File: config.mk
export PLATFORM = sky130hd
export DESIGN_NAME = uart_rx_fsm
export DESIGN_NICKNAME = d
export VERILOG_FILES = /design/src/rtl/uart_rx_fsm.sv
export SDC_FILE = /design/constraint.sdc
export NUM_CORES = 1
export LEC_CHECK = 0
export ABC_AREA = 1
export BUFFER_PORTS_ARGS = -buffer_cell sky130_fd_sc_hd__buf_2
export CAP_MARGIN = 20
export CORE_ASPECT_RATIO = 0.8
export CORE_MARGIN = 2
export CORE_UTILIZATION = 33
export CTS_CLUSTER_DIAMETER = 40
export DETAILED_ROUTE_END_ITERATION = 7
export GPL_TIMING_DRIVEN = 0
export PLACE_DENSITY_LB_ADDON = 0.12
export SYNTH_ARGS = -nofsm -noshare
export SYNTH_HDL_FRONTEND = slang
export SYNTH_SLANG_ARGS = --single-unit
File: constraint.sdc
create_clock -name CLK -period 1.9 [get_ports CLK]
set_input_delay 0.38 -clock CLK [delete_from_list [all_inputs] [get_ports CLK]]
set_output_delay 0.38 -clock CLK [all_outputs]
set_load 0.05 [all_outputs]
File: src/rtl/uart_rx_fsm.sv
// uart_rx_fsm: UART receive frame controller; owns edge/bit counters, checker enables and the
// per-frame data_valid / framing_err pulse.
module uart_rx_fsm #(
   parameter int WIDTH          = 8,
   parameter int PRESCALE_WIDTH = 6
) (
   input  logic                      CLK,
   input  logic                      RST,
   input  logic                      RX_IN,
   input  logic                      PAR_EN,
   input  logic [PRESCALE_WIDTH-1:0] prescale,
   input  logic                      strt_glitch,
   input  logic                      par_err,
   input  logic                      stp_err,
   output logic [4:0]                edge_cnt,
   output logic [3:0]                bit_cnt,
   output logic                      dat_samp_en,
   output logic                      strt_chk_en,
   output logic                      deser_en,
   output logic                      par_chk_en,
   output logic                      stp_chk_en,
   output logic                      data_valid,
   output logic                      framing_err
);
   typedef enum logic [2:0] {IDLE, START, DATA, PARITY, STOP, DONE} state_t;
   state_t                    state_q, state_d;
   logic [4:0]                edge_q, edge_d;
   logic [3:0]                bit_q, bit_d;
   logic [PRESCALE_WIDTH-1:0] ps_q, ps_d, ps_sel;
   logic                      pen_q, pen_d, par_q, par_d, stp_q, stp_d, last;
   assign ps_sel = (prescale == PRESCALE_WIDTH'(8) || prescale == PRESCALE_WIDTH'(16) ||
                    prescale == PRESCALE_WIDTH'(32)) ? prescale : PRESCALE_WIDTH'(8);
   assign last = PRESCALE_WIDTH'(edge_q) == ps_q - PRESCALE_WIDTH'(1);
   always_comb begin
      state_d = state_q;
      edge_d  = last ? 5'd0 : edge_q + 5'd1;
      bit_d   = bit_q;
      ps_d    = ps_q;
      pen_d   = pen_q;
      par_d   = par_q;
      stp_d   = stp_q;
      case (state_q)
         IDLE, DONE: begin
            // the cycle RX_IN is first seen low is edge 0 of the start bit
            edge_d  = {4'd0, ~RX_IN};
            state_d = RX_IN ? IDLE : START;
            ps_d    = RX_IN ? ps_q : ps_sel;
            par_d   = (state_q == DONE) ? 1'b0 : par_q;
            stp_d   = (state_q == DONE) ? 1'b0 : stp_q;
         end
         START: begin
            state_d = last ? (strt_glitch ? IDLE : DATA) : START;
            bit_d   = last ? 4'd0 : bit_q;
         end
         DATA: begin
            if (last && bit_q == 4'(WIDTH - 1)) begin
               state_d = PAR_EN ? PARITY : STOP;
               pen_d   = PAR_EN;
            end else if (last) begin
               bit_d = bit_q + 4'd1;
            end
         end
         PARITY: begin
            state_d = last ? STOP : PARITY;
            par_d   = last ? par_err & pen_q : par_q;
         end
         STOP: begin
            state_d = last ? DONE : STOP;
            stp_d   = last ? stp_err : stp_q;
         end
         default: state_d = IDLE;
      endcase
   end
   always_ff @(posedge CLK) begin
      if (RST) begin
         state_q <= IDLE;
         edge_q  <= '0;
         bit_q   <= '0;
         ps_q    <= PRESCALE_WIDTH'(8);
         pen_q   <= 1'b0;
         par_q   <= 1'b0;
         stp_q   <= 1'b0;
      end else begin
         state_q <= state_d;
         edge_q  <= edge_d;
         bit_q   <= bit_d;
         ps_q    <= ps_d;
         pen_q   <= pen_d;
         par_q   <= par_d;
         stp_q   <= stp_d;
      end
   end
   assign edge_cnt    = edge_q;
   assign bit_cnt     = bit_q;
   assign strt_chk_en = state_q == START;
   assign deser_en    = state_q == DATA;
   assign par_chk_en  = state_q == PARITY;
   assign stp_chk_en  = state_q == STOP;
   assign dat_samp_en = strt_chk_en | deser_en | par_chk_en | stp_chk_en;
   assign data_valid  = (state_q == DONE) & ~par_q & ~stp_q;
   assign framing_err = (state_q == DONE) & (par_q | stp_q);
endmodule

Yosys cells after proc, flatten, opt, wreduce, memory -nomap -nowiden
Cells that the tools add are included.
{ "totals": {"reg_bits": 21, "input_bits": 13, "out_inout_bits": 16, "elab_cells": 73} }
{ "op_classes": {"n_addsub": 3, "eq_ne": 17, "n_mux": 20, "bitwise": 11, "reduce_logical": 14} }
{ "ops": {"columns": ["op", "n"], "rows": [
  ["$pmux W3 S5", 1],
  ["$mux W4", 3],
  ["$ne A2 B1 Y1 const B", 5],
  ["$mux W3", 3],
  ["$pmux W4 S2", 1],
  ["$mux W1", 7],
  ["$eq A3 B2 Y1 const B", 2],
  ["$eq A3 B3 Y1 const B", 2],
  ["$eq A5 B6 Y1", 1],
  ["$eq A6 B4 Y1 const B", 1],
  ["$eq A6 B5 Y1 const B", 1],
  ["$eq A6 B6 Y1 const B", 1],
  ["$mux W6", 1],
  ["$reduce_and A3 Y1", 2],
  ["$reduce_bool A2 Y1", 3],
  ["$sub A6 B1 Y6 const B", 1],
  ["$add A5 B1 Y5 const B", 1],
  ["$add A4 B1 Y4 const B", 1],
  ["$and A1 B1 Y1", 4],
  ["$eq A4 B3 Y1 const B", 1],
  ["$mux W2", 2],
  ["$ne A2 B2 Y1 const B", 2],
  ["$or A1 B1 Y1", 4],
  ["$pmux W1 S2", 2],
  ["other kinds (9)", 13]
]} }

Longest topological paths before layout
{ "logic_depth": {"depth_word": 5, "ltp_mapped": 14, "depth_no_buf": 14} }

Worst setup path after synthesis
OpenSTA, ideal clock, no wires.
{ "synth_path": {"path_type": "flip-flop to output port", "start": "reg state_q[1]", "end": "out dat_samp_en", "t_arrival_ps": 1776, "required_time_ps": 1520, "path_slack_ps": -256, "path_stages_with_launch": 6, "path_buffers": 0, "cell_sequence": "dfxtp_1 nor2_1 inv_1 nor2_1 inv_1 nand3_1"} }
{ "synth_between": {"word_cells_on_any_way": 7, "classes_between": "4 x eq/ne; 3 x bitwise"} }
{ "synth_lines": {"columns": ["element", "line_no", "text"], "rows": [
  ["from (decl)", "26", "state_t state_q, state_d;"],
  ["from (signal assigned)", "84", "state_q <= state_d;"],
  ["$eq A3 B3 Y1", "98", "assign stp_chk_en = state_q == STOP;"],
  ["named net stp_chk_en", "21", "output logic stp_chk_en,"],
  ["$or A1 B1 Y1", "99", "assign dat_samp_en = strt_chk_en | deser_en | par_chk_en | stp_chk_en;"],
  ["to (decl)", "17", "output logic dat_samp_en,"]
]} }
The timed path passes the listed nets, and every way through them passes these cells.

Worst setup path in the final report
{ "layout_path": {"start": "reg state_q[0]", "end": "out dat_samp_en"} }
{ "layout_between": {"elab_chain_cells": 4, "word_cells_on_any_way": 7, "classes_between": "4 x eq/ne; 3 x bitwise"} }
{ "layout_rtl": {"columns": ["element", "line_no"], "rows": [
  ["$eq A3 B1 Y1 or $eq A3 B2 Y1 (tied branches)", "95, 96"],
  ["$or A1 B1 Y1 (2 in series)", "99"],
  ["$or A1 B1 Y1 *", "99"]
]} }
Every way passes the cells marked *; elsewhere a longest branch is shown, timed or not.

==> impl_results.md <==
- Outcome: completed
- Endpoint type of the worst setup path: output pin
- Period minus WS final: 1.803 ns
- Vias in the first global route: 1136
- Post-CTS Hold Buffers: 0
- # fillers: 437
- Final wirelength: 2.986 mm
- Largest area contributor in the netlist: dfxtp_1
- Die Span Y: 60.41 µm
- Final Hold Fails: 0
- Clock buffer depth: 2
- Post-Synth Simple-Gate Area: 0.4223
- Max_cap viols: 0
- Mapped Area: 0.001313 mm²
- HPWL after detailed placement: 2.297 mm
- Number of synthesized register bits: 21
- H-tree Lvls: 1
- N_diodes: 0
- Largest family of logic cells by synthesized area: simple AND/OR/NAND/NOR gates
- Synthesized area per cell: 6.629 µm²
- Pwr/cell area: 535.7 mW/mm²
- Hold Crit Class: in -> reg
- Mean number of vias per cell: 4.474
- Post-synthesis cell type count: 29
- Nets: 247
- Post-route ant nets: 0
- Tcrit/Tclk final: 0.9492
- CTS Sinks: 21
- Slew Limit Fails: 0
- Fmax: 554.5 MHz
- Post-synthesis sequential area ratio: 0.3203
- Drt initial violations: 70
- Max incr delay on CP: 0.33 ns
- Crit start category: flip-flop
- Most common cell after layout, fill and taps aside: nand2_1
- Std cell rows: 20
- Worst-Margin Slew: 0.4409 ns
- Pin count of the biggest net entering global routing: 12
- Final Skew: 0.001377 ns
- CTS tree: built
- Syn nets: 214
- Static Leak: 0.7726 nW
- Max transition margin: 0.7061
- Tot Pwr: 0.8667 mW
- Share of layout cells above drive strength 1: 0.2435
- Dpl cell area: 0.001526 mm²
- Synth Area in XOR/XNOR: 0.03337
- Die X: 74.51 µm
- Area contributors post-synth: dfxtp_1 (32%), nand2_1 (11%), inv_1 (9.4%)
- Worst Path Arrival: 1.42 ns
- GRT Util Overall: 0.1474
- Cell mode on critical path: inv_1
- Starting density of the core: 0.3451
- CP required: 1.52 ns
- Port Buf Inserts: 27
- Core box area: 0.003804 mm²
- Cell area after layout: 0.001618 mm²
- Area share of fa/ha/maj cells after synthesis: 0.02860
- Clock slew seen by the registers of the worst setup and hold paths: 0.08 ns
- Yosys warnings: 0
- Global-route wire length before repair: 5.112 mm
- Setup CP Type: reg -> out
- Root Buffer: clkbuf_8
- Syn Inst Count: 198
- Routability cong.: 0.7652
- WL per Instance: 10.48 µm
- Commonest non-fill, non-tap cells in the layout: nand2_1 (40), inv_1 (32), nor2_1 (30)
- Yosys top cell area share: 0.3203
- IO Pins: 29
- Critical-path maximum fanout: 7
- Multiplexer share of the synthesized area: 0
- Crit-path cells: inv_1 -> nand3_4 -> nand2_1 -> inv_1 -> nand3_1 -> buf_4
- Later-pin clock latency in the skew report: 0.26 ns
- Number of remaining DRC errors: 0
- Detailed Routing Iterations Pass 1: 4
- Via count: 1275
- Complex-gate fraction of the synthesized area: 0.08866
- Worst r2r path cells: 12
- Area Growth Syn to Fin: 23.26%
- Gr ovfl total: 0
- VDD IR-drop max: 260.0 µV
- Setup-failing EPs final: 0
- Hold path depth: 3
- Full die area: 0.004501 mm²
- Initial antenna violation count: 0
- Worst-path cell with the longest stage delay: dfxtp_1
- CTS Buf Count: 3
-- cells by family after synthesis --
logic type,after synthesis
compound gates,19
xor+xnor,5
fa+ha+maj,3
buf+inv,37
flops,21
simple gates,113
-- path summary, 6_finish.rpt --
kind	from	to	slack [ns]
max	state_q[0]	dat_samp_en	0.1
min reg2reg	stp_q	stp_q	0.49
max reg2reg	ps_q[1]	state_q[1]	0.15
min	PAR_EN	pen_q	0.39
-- stage by stage --
step / setup slack (ns) / utilization / instances / setup TNS [ns] / hold WS [ns]
global placement: 0.08677 / 0.4013 / 280 / 0 / 0.4718
CTS: 0.03013 / 0.4158 / 284 / 0 / 0.3917
finish: 0.09654 / 0.4253 / 285 / 0 / 0.3944
detailed placement: 0.09833 / 0.4013 / 280 / 0 / 0.4781
floorplan: 0.01408 / - / 198 / 0 / 0.4538
global route: -0.005241 / 0.4253 / 285 / -0.008655 / 0.4233
-- cell type report --
| cell class | count | area (µm²) | area share |
|---|---|---|---|
| inverters | 35 | 133.9 | 0.08275 |
| multi-input cells | 140 | 787.0 | 0.4865 |
| repair buffers | 28 | 150.1 | 0.09281 |
| plain buffers | 2 | 8.758 | 0.005414 |
| well taps | 55 | 68.82 | 0.04254 |
| flip-flops and latches | 21 | 424.2 | 0.2622 |
| clock buffers | 4 | 45.04 | 0.02784 |
-- registers in the layout, indices dropped and copies added, names as in the netlist --
name	count
ps_q	6
edge_cnt	5
bit_cnt	4
state_q	3
par_q	1
pen_q	1
stp_q	1
-- metal layers --
metal	wire [µm]	GRT usage	up-vias	share of wire
met5	0	0	-	0
met2	1170	0.2137	27	0.39
met1	1670	0.2199	560	0.56
met3	129	0.03987	2	0.043
li1	-	-	686	-
met4	15	0.03061	0	0.0050
-- synthesized netlist by cell type --
| cell | n |
|---|---|
| nand2_1 | 40 |
| inv_1 | 33 |
| nor2_1 | 32 |
| dfxtp_1 | 21 |
| nand3_1 | 20 |
| a21oi_1 | 8 |
| nor3_1 | 7 |
| o21ai_0 | 7 |
| xor2_1 | 4 |
| ha_1 | 3 |
| nand2_2 | 3 |
| inv_2 | 2 |
| nand3_4 | 2 |
| buf_1 | 1 |
| buf_2 | 1 |
| nand2_4 | 1 |
| nand3_2 | 1 |
| nand3b_1 | 1 |
| nand4_1 | 1 |
| nor2_2 | 1 |
| nor2_4 | 1 |
| nor2_8 | 1 |
| nor3_2 | 1 |
| nor3b_2 | 1 |
| o211ai_1 | 1 |
| o211ai_4 | 1 |
| o21a_1 | 1 |
| o21ai_1 | 1 |
| xnor2_1 | 1 |
-- power by group --
group	total (mW)	internal (mW)	switching, mW
combinational	0.117	0.0363	0.0805
sequential	0.456	0.448	0.00857
clock	0.294	0.149	0.144
-- critical path: cells and delay by family (launching register included) --
family	cells	cell delay, ns
flops	1	0.33
simple gates	3	0.39
buf+inv	3	0.43
-- repair_timing --
action | in CTS | in global routing
cloned | 0 | 0
setup endpoints to repair | 2 | 19
gates resized for setup | 2 | 10
pin swaps | 0 | 3
buffers inserted | 0 | 1
No activity file was read; power rests on OpenSTA's default activity.
